--- config.mk ---
export PLATFORM = sky130hd
export DESIGN_NAME = run_sequencer
export DESIGN_NICKNAME = d
export VERILOG_FILES = /design/src/rtl/run_seq_pkg.sv /design/src/rtl/run_timer.sv /design/src/rtl/run_sequencer.sv
export SDC_FILE = /design/constraint.sdc
export NUM_CORES = 1
export LEC_CHECK = 0
export BUFFER_PORTS_ARGS = -buffer_cell sky130_fd_sc_hd__buf_2
export CAP_MARGIN = 20
export CORE_MARGIN = 2
export CORE_UTILIZATION = 45
export DETAILED_ROUTE_END_ITERATION = 8
export GPL_ROUTABILITY_DRIVEN = 0
export GPL_TIMING_DRIVEN = 0
export PLACE_DENSITY = 0.72
export SYNTH_ARGS = -nofsm -noshare
export SYNTH_HDL_FRONTEND = slang
export SYNTH_SLANG_ARGS = --single-unit
--- constraint.sdc ---
create_clock -name Clk -period 6.4 [get_ports Clk]
set_input_delay 0.64 -clock Clk [delete_from_list [all_inputs] [get_ports Clk]]
set_output_delay 0.64 -clock Clk [all_outputs]
set_load 0.05 [all_outputs]
--- src/rtl/run_seq_pkg.sv ---
// rtl/run_seq_pkg.sv - shared types and constants for the run_sequencer slice
// Purpose: FSM state enum, default parameter values and width helpers.
// Ports: none (package).
package run_seq_pkg;

  typedef enum logic [2:0] {
    IDLE  = 3'd0,
    LOAD  = 3'd1,
    START = 3'd2,
    WAIT  = 3'd3,
    READ  = 3'd4,
    RESP  = 3'd5
  } run_state_t;

  localparam int DEF_AW         = 8;
  localparam int DEF_DW         = 8;
  localparam int DEF_MAX_OPS    = 4;
  localparam int DEF_BASE_ADDR  = 0;
  localparam int DEF_RES_ADDR   = 2;
  localparam int DEF_START_HOLD = 4;
  localparam int DEF_TIMEOUT    = 1024;

  // $clog2 that never returns 0, so a width derived from it is always legal.
  function automatic int clog2_min1(input int n);
    return (n <= 1) ? 1 : $clog2(n);
  endfunction

  localparam int OP_IDX_W = clog2_min1(DEF_MAX_OPS);

endpackage

--- src/rtl/run_timer.sv ---
// rtl/run_timer.sv - clearable up-counter with terminal-count compare
// Purpose: shared cycle counter for the START hold and the WAIT timeout.
// Ports:
//   i_clk    - clock
//   i_rst_n  - asynchronous active-low reset
//   i_clr    - load zero on the next edge (used on every state entry)
//   i_en     - count up by one
//   i_tc     - terminal count value
//   o_done   - count equals terminal count
module run_timer #(
  parameter int W = 8
) (
  input  logic         i_clk,
  input  logic         i_rst_n,
  input  logic         i_clr,
  input  logic         i_en,
  input  logic [W-1:0] i_tc,
  output logic         o_done
);

  logic [W-1:0] r_count;

  always_ff @(posedge i_clk or negedge i_rst_n) begin
    if (!i_rst_n) begin
      r_count <= '0;
    end else if (i_clr) begin
      r_count <= '0;
    end else if (i_en) begin
      r_count <= r_count + 1'b1;
    end
  end

  assign o_done = (r_count == i_tc);

endmodule

--- src/rtl/run_sequencer.sv ---
// rtl/run_sequencer.sv - host job sequencer: load operands, start CPU, return result
// Purpose: accepts one job, writes its operands into DM, pulses Cpu_Start,
//   waits for Cpu_Ack (with timeout), reads the result byte and returns it.
// Ports:
//   Clk, Reset                      - clock, asynchronous active-low reset
//   Req_Valid/Req_Ready/Req_Count/Req_Data - job request channel
//   Dm_We/Dm_Addr/Dm_Wdata/Dm_Rdata - CPU data-memory port
//   Cpu_Start/Cpu_Ack               - program launch handshake
//   Rsp_Valid/Rsp_Ready/Rsp_Data/Rsp_Timeout - response channel
//   Busy                            - state is not IDLE
module run_sequencer
  import run_seq_pkg::*;
#(
  parameter int AW         = DEF_AW,
  parameter int DW         = DEF_DW,
  parameter int MAX_OPS    = DEF_MAX_OPS,
  parameter int BASE_ADDR  = DEF_BASE_ADDR,
  parameter int RES_ADDR   = DEF_RES_ADDR,
  parameter int START_HOLD = DEF_START_HOLD,
  parameter int TIMEOUT    = DEF_TIMEOUT
) (
  input  logic                  Clk,
  input  logic                  Reset,
  input  logic                  Req_Valid,
  output logic                  Req_Ready,
  input  logic [2:0]            Req_Count,
  input  logic [MAX_OPS*DW-1:0] Req_Data,
  output logic                  Dm_We,
  output logic [AW-1:0]         Dm_Addr,
  output logic [DW-1:0]         Dm_Wdata,
  input  logic [DW-1:0]         Dm_Rdata,
  output logic                  Cpu_Start,
  input  logic                  Cpu_Ack,
  output logic                  Rsp_Valid,
  input  logic                  Rsp_Ready,
  output logic [DW-1:0]         Rsp_Data,
  output logic                  Rsp_Timeout,
  output logic                  Busy
);

  localparam int IW = clog2_min1(MAX_OPS);
  localparam int CW = clog2_min1(MAX_OPS + 1);
  localparam int TW = clog2_min1((TIMEOUT > START_HOLD) ? TIMEOUT : START_HOLD);

  localparam logic [AW-1:0] LP_BASE    = AW'(BASE_ADDR);
  localparam logic [AW-1:0] LP_RES     = AW'(RES_ADDR);
  localparam logic [TW-1:0] LP_HOLD_TC = TW'(START_HOLD - 1);
  localparam logic [TW-1:0] LP_TO_TC   = TW'(TIMEOUT - 1);

  run_state_t    r_state;
  run_state_t    w_next;
  logic          r_alive;
  logic [DW-1:0] r_ops [MAX_OPS];
  logic [CW-1:0] r_cnt;
  logic [IW-1:0] r_idx;
  logic [DW-1:0] r_result;
  logic          r_timeout;

  logic          w_req_fire;
  logic [CW-1:0] w_req_cnt;
  logic          w_last_op;
  logic          w_tmr_clr;
  logic          w_tmr_en;
  logic [TW-1:0] w_tmr_tc;
  logic          w_tmr_done;

  assign w_req_fire = Req_Valid && Req_Ready;
  assign w_req_cnt  = (int'(Req_Count) > MAX_OPS) ? CW'(MAX_OPS) : CW'(Req_Count);
  assign w_last_op  = ((int'(r_idx) + 1) >= int'(r_cnt));

  // The timer restarts from zero whenever the state changes, so each timed
  // state sees counts 0, 1, 2 ... from its first cycle.
  assign w_tmr_clr = (w_next != r_state);
  assign w_tmr_en  = (r_state == START) || (r_state == WAIT);
  assign w_tmr_tc  = (r_state == WAIT) ? LP_TO_TC : LP_HOLD_TC;

  run_timer #(
    .W (TW)
  ) u_timer (
    .i_clk   (Clk),
    .i_rst_n (Reset),
    .i_clr   (w_tmr_clr),
    .i_en    (w_tmr_en),
    .i_tc    (w_tmr_tc),
    .o_done  (w_tmr_done)
  );

  // State register.
  always_ff @(posedge Clk or negedge Reset) begin
    if (!Reset) begin
      r_state <= IDLE;
    end else begin
      r_state <= w_next;
    end
  end

  // Next-state logic.
  always_comb begin
    w_next = r_state;
    case (r_state)
      IDLE: begin
        if (w_req_fire) begin
          w_next = (w_req_cnt == '0) ? START : LOAD;
        end
      end
      LOAD: begin
        if (w_last_op) w_next = START;
      end
      START: begin
        if (w_tmr_done) w_next = WAIT;
      end
      WAIT: begin
        // Ack takes priority over a timeout landing in the same cycle.
        if (Cpu_Ack) begin
          w_next = READ;
        end else if (w_tmr_done) begin
          w_next = RESP;
        end
      end
      READ: w_next = RESP;
      RESP: begin
        if (Rsp_Ready) w_next = IDLE;
      end
      default: w_next = IDLE;
    endcase
  end

  // Output decode from registered state only.
  always_comb begin
    Req_Ready   = 1'b0;
    Dm_We       = 1'b0;
    Dm_Addr     = '0;
    Dm_Wdata    = '0;
    Cpu_Start   = 1'b0;
    Rsp_Valid   = 1'b0;
    Rsp_Data    = '0;
    Rsp_Timeout = 1'b0;
    Busy        = (r_state != IDLE);
    case (r_state)
      IDLE: Req_Ready = r_alive;
      LOAD: begin
        Dm_We    = 1'b1;
        Dm_Addr  = LP_BASE + AW'(r_idx);
        Dm_Wdata = r_ops[r_idx];
      end
      START: Cpu_Start = 1'b1;
      READ:  Dm_Addr = LP_RES;
      RESP: begin
        Rsp_Valid   = 1'b1;
        Rsp_Data    = r_result;
        Rsp_Timeout = r_timeout;
      end
      default: ;
    endcase
  end

  // Holds Req_Ready low until the first edge after reset release.
  always_ff @(posedge Clk or negedge Reset) begin
    if (!Reset) begin
      r_alive <= 1'b0;
    end else begin
      r_alive <= 1'b1;
    end
  end

  // Operand, index and result registers.
  always_ff @(posedge Clk or negedge Reset) begin
    if (!Reset) begin
      for (int i = 0; i < MAX_OPS; i++) begin
        r_ops[i] <= '0;
      end
      r_cnt     <= '0;
      r_idx     <= '0;
      r_result  <= '0;
      r_timeout <= 1'b0;
    end else begin
      case (r_state)
        IDLE: begin
          if (w_req_fire) begin
            for (int i = 0; i < MAX_OPS; i++) begin
              r_ops[i] <= Req_Data[i*DW +: DW];
            end
            r_cnt     <= w_req_cnt;
            r_idx     <= '0;
            r_result  <= '0;
            r_timeout <= 1'b0;
          end
        end
        LOAD: r_idx <= r_idx + 1'b1;
        WAIT: begin
          if (!Cpu_Ack && w_tmr_done) begin
            r_result  <= '0;
            r_timeout <= 1'b1;
          end
        end
        READ: r_result <= Dm_Rdata;
        default: ;
      endcase
    end
  end

endmodule

After elaboration in Yosys (flattened, before gate mapping)
Cells that the tools add are included.
- bitwise logic cells: 1
- reductions and logical operators: 15
- equality and inequality tests: 9
- add/sub/neg operators: 3
- $lt $le $gt $ge: 3
- multiplexer cells: 31
- operators with widths (kind ; number):
    8-bit two-way mux ; 6
    10-bit two-way mux ; 3
    8-bit one-hot mux with 3 select lines ; 1
    3-bit two-way mux ; 7
    3-bit one-hot mux with 6 select lines ; 1
    8-bit binary-select mux with 2-bit select ; 1
    10-bit by 1-bit adder with 10-bit output, second input constant ; 1
    10-bit == test ; 1
    2-bit one-hot mux with 2 select lines ; 2
    1-bit two-way mux ; 7
    3-bit by 2-bit == test with 1-bit output, second input constant ; 2
    3-bit == test, second input constant ; 2
    3-bit zero test ; 2
    3-bit AND reduction ; 2
    2-bit nonzero test ; 3
    3-bit nonzero test ; 2
    2-bit two-way mux ; 2
    2-bit AND reduction ; 2
    2-bit by 1-bit adder with 3-bit output, second input constant ; 1
    3-bit by 1-bit == test with 1-bit output, second input constant ; 1
    3-bit greater-or-equal comparator ; 1
    3-bit greater-or-equal comparator, second input constant ; 1
    3-bit greater-than comparator, second input constant ; 1
    3-bit != test ; 1
    other kinds (8) ; 9
- output and inout port bits: 30
- bits in registers: 60

Longest topological paths before layout
Gate-level depths: netlist of the first run.
- depth after elaboration: 8
- gate-level depth with buffers: 7
- depth with buffers taken out: 6

Modules after synthesis
From an unflattened synthesis of the first run, not the netlist that was laid out.
- cell total of the unflattened synthesis: 255
- area, all modules: 3080.5 um^2
- by module, submodules not included (module ; cells each ; instances ; area an instance (um^2) ; sequential area each (um^2)):
    run_sequencer ; 194 ; 1 ; 2486.1 ; 1251.2
    run_timer ; 61 ; 1 ; 594.3 ; 250.2

Worst setup path before layout of the first run
No wires, ideal clock.
- path kind: register to output
- from: reg r_state[0]
- to: out Dm_Wdata[0]
- data arrival time: 1.811 ns
- stages on the path, launching flop included: 7
- required time: 5.760 ns
- setup slack: 3.949 ns
- cells stage by stage: dfrtp_1 buf_2 nor2_1 or3_1 inv_1 buf_2 and2_1
- cells in the longest elaborated chain, start to end: 2
- ends and longest elaborated chain (item ; RTL line ; text):
    start, declared ; run_sequencer.sv:50 ; run_state_t r_state;
    start signal, assigned ; run_sequencer.sv:93 ; r_state <= w_next;
    3-bit by 1-bit == test with 1-bit output ; run_sequencer.sv:139 ; case (r_state)
    8-bit two-way mux ; run_sequencer.sv:139 ;
    end, declared ; run_sequencer.sv:30 ; output logic [DW-1:0] Dm_Wdata,
Every way passes these cells.

Worst setup path in the final report of the first run
- from: reg r_idx[0]
- to: out Dm_Wdata[2]
- cells in the longest elaborated chain, start to end: 5
- ends and longest elaborated chain (item ; RTL line ; text):
    start, declared ; run_sequencer.sv:55 ; logic [IW-1:0] r_idx;
    start signal, assigned ; run_sequencer.sv:189 ; LOAD: r_idx <= r_idx + 1'b1;
    2-bit NOT with 3-bit output (implied by the code) ; run_sequencer.sv:144 ; Dm_Wdata = r_ops[r_idx];
    8-bit binary-select mux with 2-bit select ; run_sequencer.sv:144 ;
    8-bit two-way mux (implied by the code) (2 in series) ; run_sequencer.sv:144 ;
    8-bit two-way mux ; run_sequencer.sv:139 ;
Every way passes these cells. The select of a mux whose other input is x is not followed.

==> out/results.ini, run 1 <==
[route]
drc = 0
finalWirelength_um = 7290
wire_per_inst_um = 14.8
ant_nets = 0
drt_pass1_iterations = 4
vias = 2579
detailedRoute.firstIterationViolations = 163
drt-vias-per-instance = 5.23

[global_route]
global_route_usage_over_all_layers_pct = 20.5
overflow = 0
antenna_found_initial = 0
grt_max_degree = 42
grt_first_pass_wirelength_um = 11800
grt_pass1_vias = 2465

[synthesis]
synthCells = 321
ffs_latches_synth = 60
yosys_warnings = 0
synth_top_flop_cell = dfrtp_1
synthesis.area_mm2 = 0.00308
yosysSeqAreaShare_pct = 48.7
syn-mean-instance-area_um2 = 9.60
synth-edff-count = 0
async_reset_ff_share_pct = 100
synth.lib_cells_used.distinct = 50

[die]
design.die.area_mm2 = 0.00753
die_h_um = 86.8
start_util_pct = 45.9
chipWidth_um = 86.8
core-area_mm2 = 0.00672
top_level_ports = 78
placement_rows = 30

[critical_path]
path_class = reg2out
worst_setup_path_end_kind = output pin
critPathArrivalTime_ps = 2350
r2r-start = r_idx[0]
reg2reg_to = u_timer.r_count[9]
worst_r2r_path_depth = 6
cp.required_ps = 5760
reg2reg_setup_slack_ps = 3860
max_fo_critical_path = 10
critPathLaunchType = register

[placement]
placement.cell_area_mm2 = 0.00358
place.port_buffers = 71
place_worst_setup_slack_ps = 3790
placed_cells_incl_taps = 478
hpwl_um = 5280

[final_layout]
drive_above_1_share_pct = 28.8
layoutNonFillerInstCount = 493
final_core_utilization_pct = 56.0
layout_common_cells = nand2_1 (108), buf_2 (82), dfrtp_1 (60), and2_1 (13)
fin_nets = 462
post-route-cell-area_mm2 = 0.00376
syn_to_final_growth_pct = 22.0
n_antenna_cell = 0
mostFrequentLayoutCell = nand2_1

[run_status]
run_status = finished clean

[clocking]
cts_max_level = 3
inserted_clock_buffers = 9
cts.clk_slew.worst_paths_ps = 70
cts_tree = yes
clockBufferDepth = 2
cts_hold_buf = 0
post_cts.resized_instances = 0
buffers_inserted_during_post_cts_setup_optimization = 0
clock_insertion_delay_worst_skew_ps = 340
tritoncts_num_sinks = 60
root_buffer_selected_by_cts = clkbuf_8

[timing]
layout_worst_path_cycle_share_pct = 46.6
max_freq_mhz = 335
setup_total_negative_slack_ps = 0
holdWs_ps = 250
fin_crit_ps = 2990
setup_viol_count_final = 0
timing.slew.headroom_pct = 47.3
rsz0062_at_grt = false
timing.clock.skew_ps = 8.25
transition_at_the_pin_with_the_smallest_max_transition_slack_ps = 786
hold_violations = 0
drv_slew = 0
worst_slack_ps = 3410

[power_and_ir_drop]
ir_drop_mv = 0.142
power_total_mw = 1.79
p_leak_nw = 2.01
power_density_mw_per_mm2 = 477

[job]
drv_cap = 0

[worst_hold_path]
worstHoldPathType = in2async

==> final cells by class <==
| cell class | count | area [um2] |
|---|---|---|
| flip-flops and latches | 60 | 1500 |
| repair buffers | 72 | 375 |
| inverters | 5 | 18.8 |
| multi-input cells | 237 | 1450 |
| plain buffers | 24 | 131 |
| clock buffers | 13 | 149 |
| well taps | 80 | 100 |
| clock inverters | 2 | 35.0 |
| fillers | 605 | 2960 |
==> layer usage <==
| layer | vias up | GRT usage [%] | routed length (um) |
|---|---|---|---|
| li1 | 1266 | - | - |
| met1 | 1251 | 27.1 | 3220 |
| met2 | 58 | 33.4 | 3660 |
| met3 | 4 | 5.24 | 343 |
| met4 | 0 | 5.97 | 57 |
| met5 | - | 0 | 0 |
==> state kept, by name, summed over array words and instances (netlist names) <==
signal           flops
r_timeout            1
r_idx                2
r_alive              1
r_result             8
r_cnt                3
u_timer.r_count     10
r_ops               32
r_state              3
==> Yosys cell counts (6+ instances only) <==
cell type | n | share of area [%]
buf_4 | 7 | 1.7
nand2_1 | 108 | 13
xor2_1 | 6 | 1.7
and3_1 | 10 | 2.0
a22o_1 | 8 | 2.3
and2_1 | 13 | 2.6
nor2_1 | 6 | 0.73
nand3_1 | 7 | 1.1
o21ai_0 | 6 | 0.97
a221oi_1 | 9 | 2.6
dfrtp_1 | 60 | 49
mux4_2 | 8 | 5.8
buf_2 | 11 | 1.8
==> logic make-up (layout without fill, tap and decap cells) <==
kind of cell / after synthesis / in the layout / synth area share [%]
flip-flops: 60 / 60 / 48.7
multiplexers: 9 / 9 / 6.17
buffers and inverters: 29 / 116 / 4.87
AO/OA/AOI/OAI: 39 / 39 / 10.4
XOR/XNOR: 8 / 8 / 2.27
AND/OR/NAND/NOR: 169 / 169 / 25.3
other: 2 / 7 / 0.244
adder cells (fa/ha/maj): 5 / 5 / 2.03
==> critical path: stages (launching register included) <==
cell and delay (ps):
dfrtp_1 410, buf_1 620, mux4_2 580, and2_1 180
buf_2 210
==> worst max path at each step <==
stage	depth (start not counted)	start	slack, ps	to
2_1_floorplan	6	r_state[0]	3950	Dm_Wdata[0]
3_3_place_gp	4	r_idx[0]	3790	Dm_Wdata[2]
3_5_place_dp	4	r_idx[0]	3790	Dm_Wdata[2]
4_1_cts	4	r_idx[0]	3410	Dm_Wdata[2]
5_1_grt	4	r_idx[0]	3300	Dm_Wdata[2]
6_report	4	r_idx[0]	3410	Dm_Wdata[2]
==> where the power goes <==
part	switching [mW]	internal [mW]	total (mW)
combinational	0.546	0.311	0.857
clock	0.142	0.188	0.331
sequential	0.0832	0.524	0.607
No activity file was read; power rests on OpenSTA's default activity.
==> run 2, diff against run 1 <==
==> constraint.sdc (replaced) <==
create_clock -name Clk -period 3.1 [get_ports Clk]
set_input_delay 0.31 -clock Clk [delete_from_list [all_inputs] [get_ports Clk]]
set_output_delay 0.31 -clock Clk [all_outputs]
set_load 0.05 [all_outputs]
==> out/results.ini, run 2 (synthesized netlist as in run 1, its figures left out) <==
[power_and_ir_drop]
switchingPower_mw = 1.60  ; was 0.772 mW
p_leak_nw = 2.02  ; was 2.01 nW
cell_internal_pwr_mw = 2.11  ; was 1.02 mW
clock_power_share_pct = 18.4  ; about the same
comb_power_share_pct = 47.9  ; was 47.8%
switching_share_pct = 43.0  ; about the same
seq_power_share_pct = 33.8  ; about the same
power_density_mw_per_mm2 = 983  ; was 477 mW/mm2
ir_drop_mv = 0.293  ; was 0.142 mV

[clocking]
cts.clk_slew.worst_paths_ps = 70  ; about the same
cts_tree = yes  ; unchanged
cts_max_level = 3  ; unchanged
inserted_clock_buffers = 9  ; unchanged
clockBufferDepth = 2  ; unchanged
post_cts.resized_instances = 0  ; unchanged
clock_insertion_delay_worst_skew_ps = 340  ; about the same
root_buffer_selected_by_cts = clkbuf_8  ; unchanged
buffers_inserted_during_post_cts_setup_optimization = 0  ; unchanged
cts_hold_buf = 1  ; was 0
tritoncts_num_sinks = 60  ; unchanged

[timing]
layout_worst_path_cycle_share_pct = 85.7
timing.clock.skew_ps = 8.75  ; was 8.25 ps
max_freq_mhz = 377
rsz0062_at_grt = false  ; unchanged
drv_slew = 0  ; unchanged
worst_slack_ps = 445  ; was 3410 ps
holdWs_ps = 157  ; was 250 ps
hold_violations = 0  ; unchanged
timing.slew.headroom_pct = 47.5  ; was 47.3%
fin_crit_ps = 2660
transition_at_the_pin_with_the_smallest_max_transition_slack_ps = 782  ; was 786 ps
setup_total_negative_slack_ps = 0  ; unchanged
setup_viol_count_final = 0  ; unchanged

[global_route]
grt_most_used_layer = met2  ; unchanged
met1_track_demand_over_resource_pct = 27.2  ; was 27.1%
grt_max_degree = 42  ; unchanged
grtUsageMet2_pct = 33.5  ; was 33.4%
use_met3_pct = 5.24  ; unchanged
global_route_usage_over_all_layers_pct = 20.5  ; about the same
antenna_found_initial = 0  ; unchanged
grt_pass1_vias = 2470  ; was 2465
grt_first_pass_wirelength_um = 11800  ; about the same
overflow = 0  ; unchanged

[final_layout]
registers.top_by_ff_count = r_ops  ; unchanged
layout_common_cells = nand2_1 (108), buf_2 (82), dfrtp_1 (60), and2_1 (13)  ; unchanged
drive_above_1_share_pct = 28.7  ; was 28.8%
syn_to_final_growth_pct = 22.3  ; was 22.0%
largest_register_ff_count = 32  ; unchanged
n_antenna_cell = 0  ; unchanged
fin_nets = 463  ; was 462
post-route-cell-area_mm2 = 0.00377  ; was 0.00376 mm2
mostFrequentLayoutCell = nand2_1  ; unchanged
final_core_utilization_pct = 56.1  ; was 56.0%
biggestRegsByFlops = r_ops (32), u_timer.r_count (10), r_result (8)  ; unchanged

[route]
detailedRoute.firstIterationViolations = 153  ; was 163
drt_pass1_iterations = 6  ; was 4
ant_nets = 0  ; unchanged
vias = 2578  ; was 2579
drc = 0  ; unchanged
finalWirelength_um = 7300  ; was 7290 um
drt-vias-per-instance = 5.22  ; was 5.23
wire_per_inst_um = 14.8  ; about the same

[critical_path]
worstPathCellList = buf_1 -> mux4_2 -> and2_1 -> buf_2  ; unchanged
max_fo_critical_path = 10  ; unchanged
worst_path_max_delay_cell = buf_1  ; unchanged
worst_setup_path_end_kind = output pin  ; unchanged
critPathLaunchType = register  ; unchanged
path_class = reg2out  ; unchanged
critPathArrivalTime_ps = 2350  ; about the same
cpPeakStageDelay_ps = 620  ; about the same
cp.required_ps = 2790  ; was 5760 ps

[placement]
place_worst_setup_slack_ps = 546  ; was 3790 ps
hpwl_um = 5280  ; unchanged
place.port_buffers = 71  ; unchanged
placement.cell_area_mm2 = 0.00358  ; unchanged

[die]
start_util_pct = 45.9  ; unchanged
top_level_ports = 78  ; unchanged
chipWidth_um = 86.8  ; unchanged
placement_rows = 30  ; unchanged
die_h_um = 86.8  ; unchanged
design.die.area_mm2 = 0.00753  ; unchanged
core-area_mm2 = 0.00672  ; unchanged

[run_status]
run_status = finished clean  ; unchanged

[job]
drv_cap = 0  ; unchanged

[worst_hold_path]
worstHoldPathType = in2reg  ; was in2async

==> run 2: cell count changes in the layout (fill, tap and decap cells not counted), sizes merged <==
| cell | previous run | this run |
|---|---|---|
| dlygate4sd3 | 0 | 1 |
==> run 2: area by class of cell <==
cell class / count / area (um2)
Buffer: 24 / 131
Clock buffer: 13 / 149
Fill cell: 606 / 2950
Timing Repair Buffer: 73 / 385
Sequential cell: 60 / 1500
Tap cell: 80 / 100
Inverter: 5 / 18.8
Clock inverter: 2 / 35.0
Multi-Input combinational cell: 237 / 1450
==> run 2: critical path: cells and delay by family, from the launching register on <==
| family | cells | cell delay, ps |
|---|---|---|
| buf+inv | 2 | 830 |
| mux | 1 | 580 |
| flops | 1 | 420 |
| simple gates | 1 | 180 |
==> run 2: final timing paths <==
kind                                    from            endpoint  slack, ps  cells after the start
max in group asynchronous              Reset           r_ops[15]       2050                      3
worst min register to register      r_ops[9]            r_ops[9]        480                      2
worst max-delay path                r_idx[0]         Dm_Wdata[2]        440                      4
worst max register to register      r_idx[0]  u_timer.r_count[9]        550                      6
worst min-delay path            Req_Data[15]           r_ops[23]        160                      3
min in group asynchronous              Reset  u_timer.r_count[0]        460                      2
==> run 2: per-stage QoR <==
| stage | cells | power, mW |
|---|---|---|
| after floorplan | 326 | 2.59 |
| after global placement | 477 | 2.97 |
| after detailed placement | 478 | 3.04 |
| after CTS | 494 | 3.73 |
| after global routing | 494 | 3.96 |
| final | 494 | 3.71 |
==> run 2: power groups by stage <==
stage                     combinational (mW)  clock (mW)  sequential (mW)
after floorplan                         1.39           0             1.20
after global placement                  1.73           0             1.24
after detailed placement                1.78           0             1.26
after CTS                               1.79       0.695             1.25
after global routing                    1.95       0.731             1.28
final                                   1.77       0.682             1.25
==> run 2: metal layers <==
metal	up-vias	routed length [um]
met3	4	323
met1	1246	3260
met5	-	0
met2	60	3650
li1	1268	-
met4	0	57
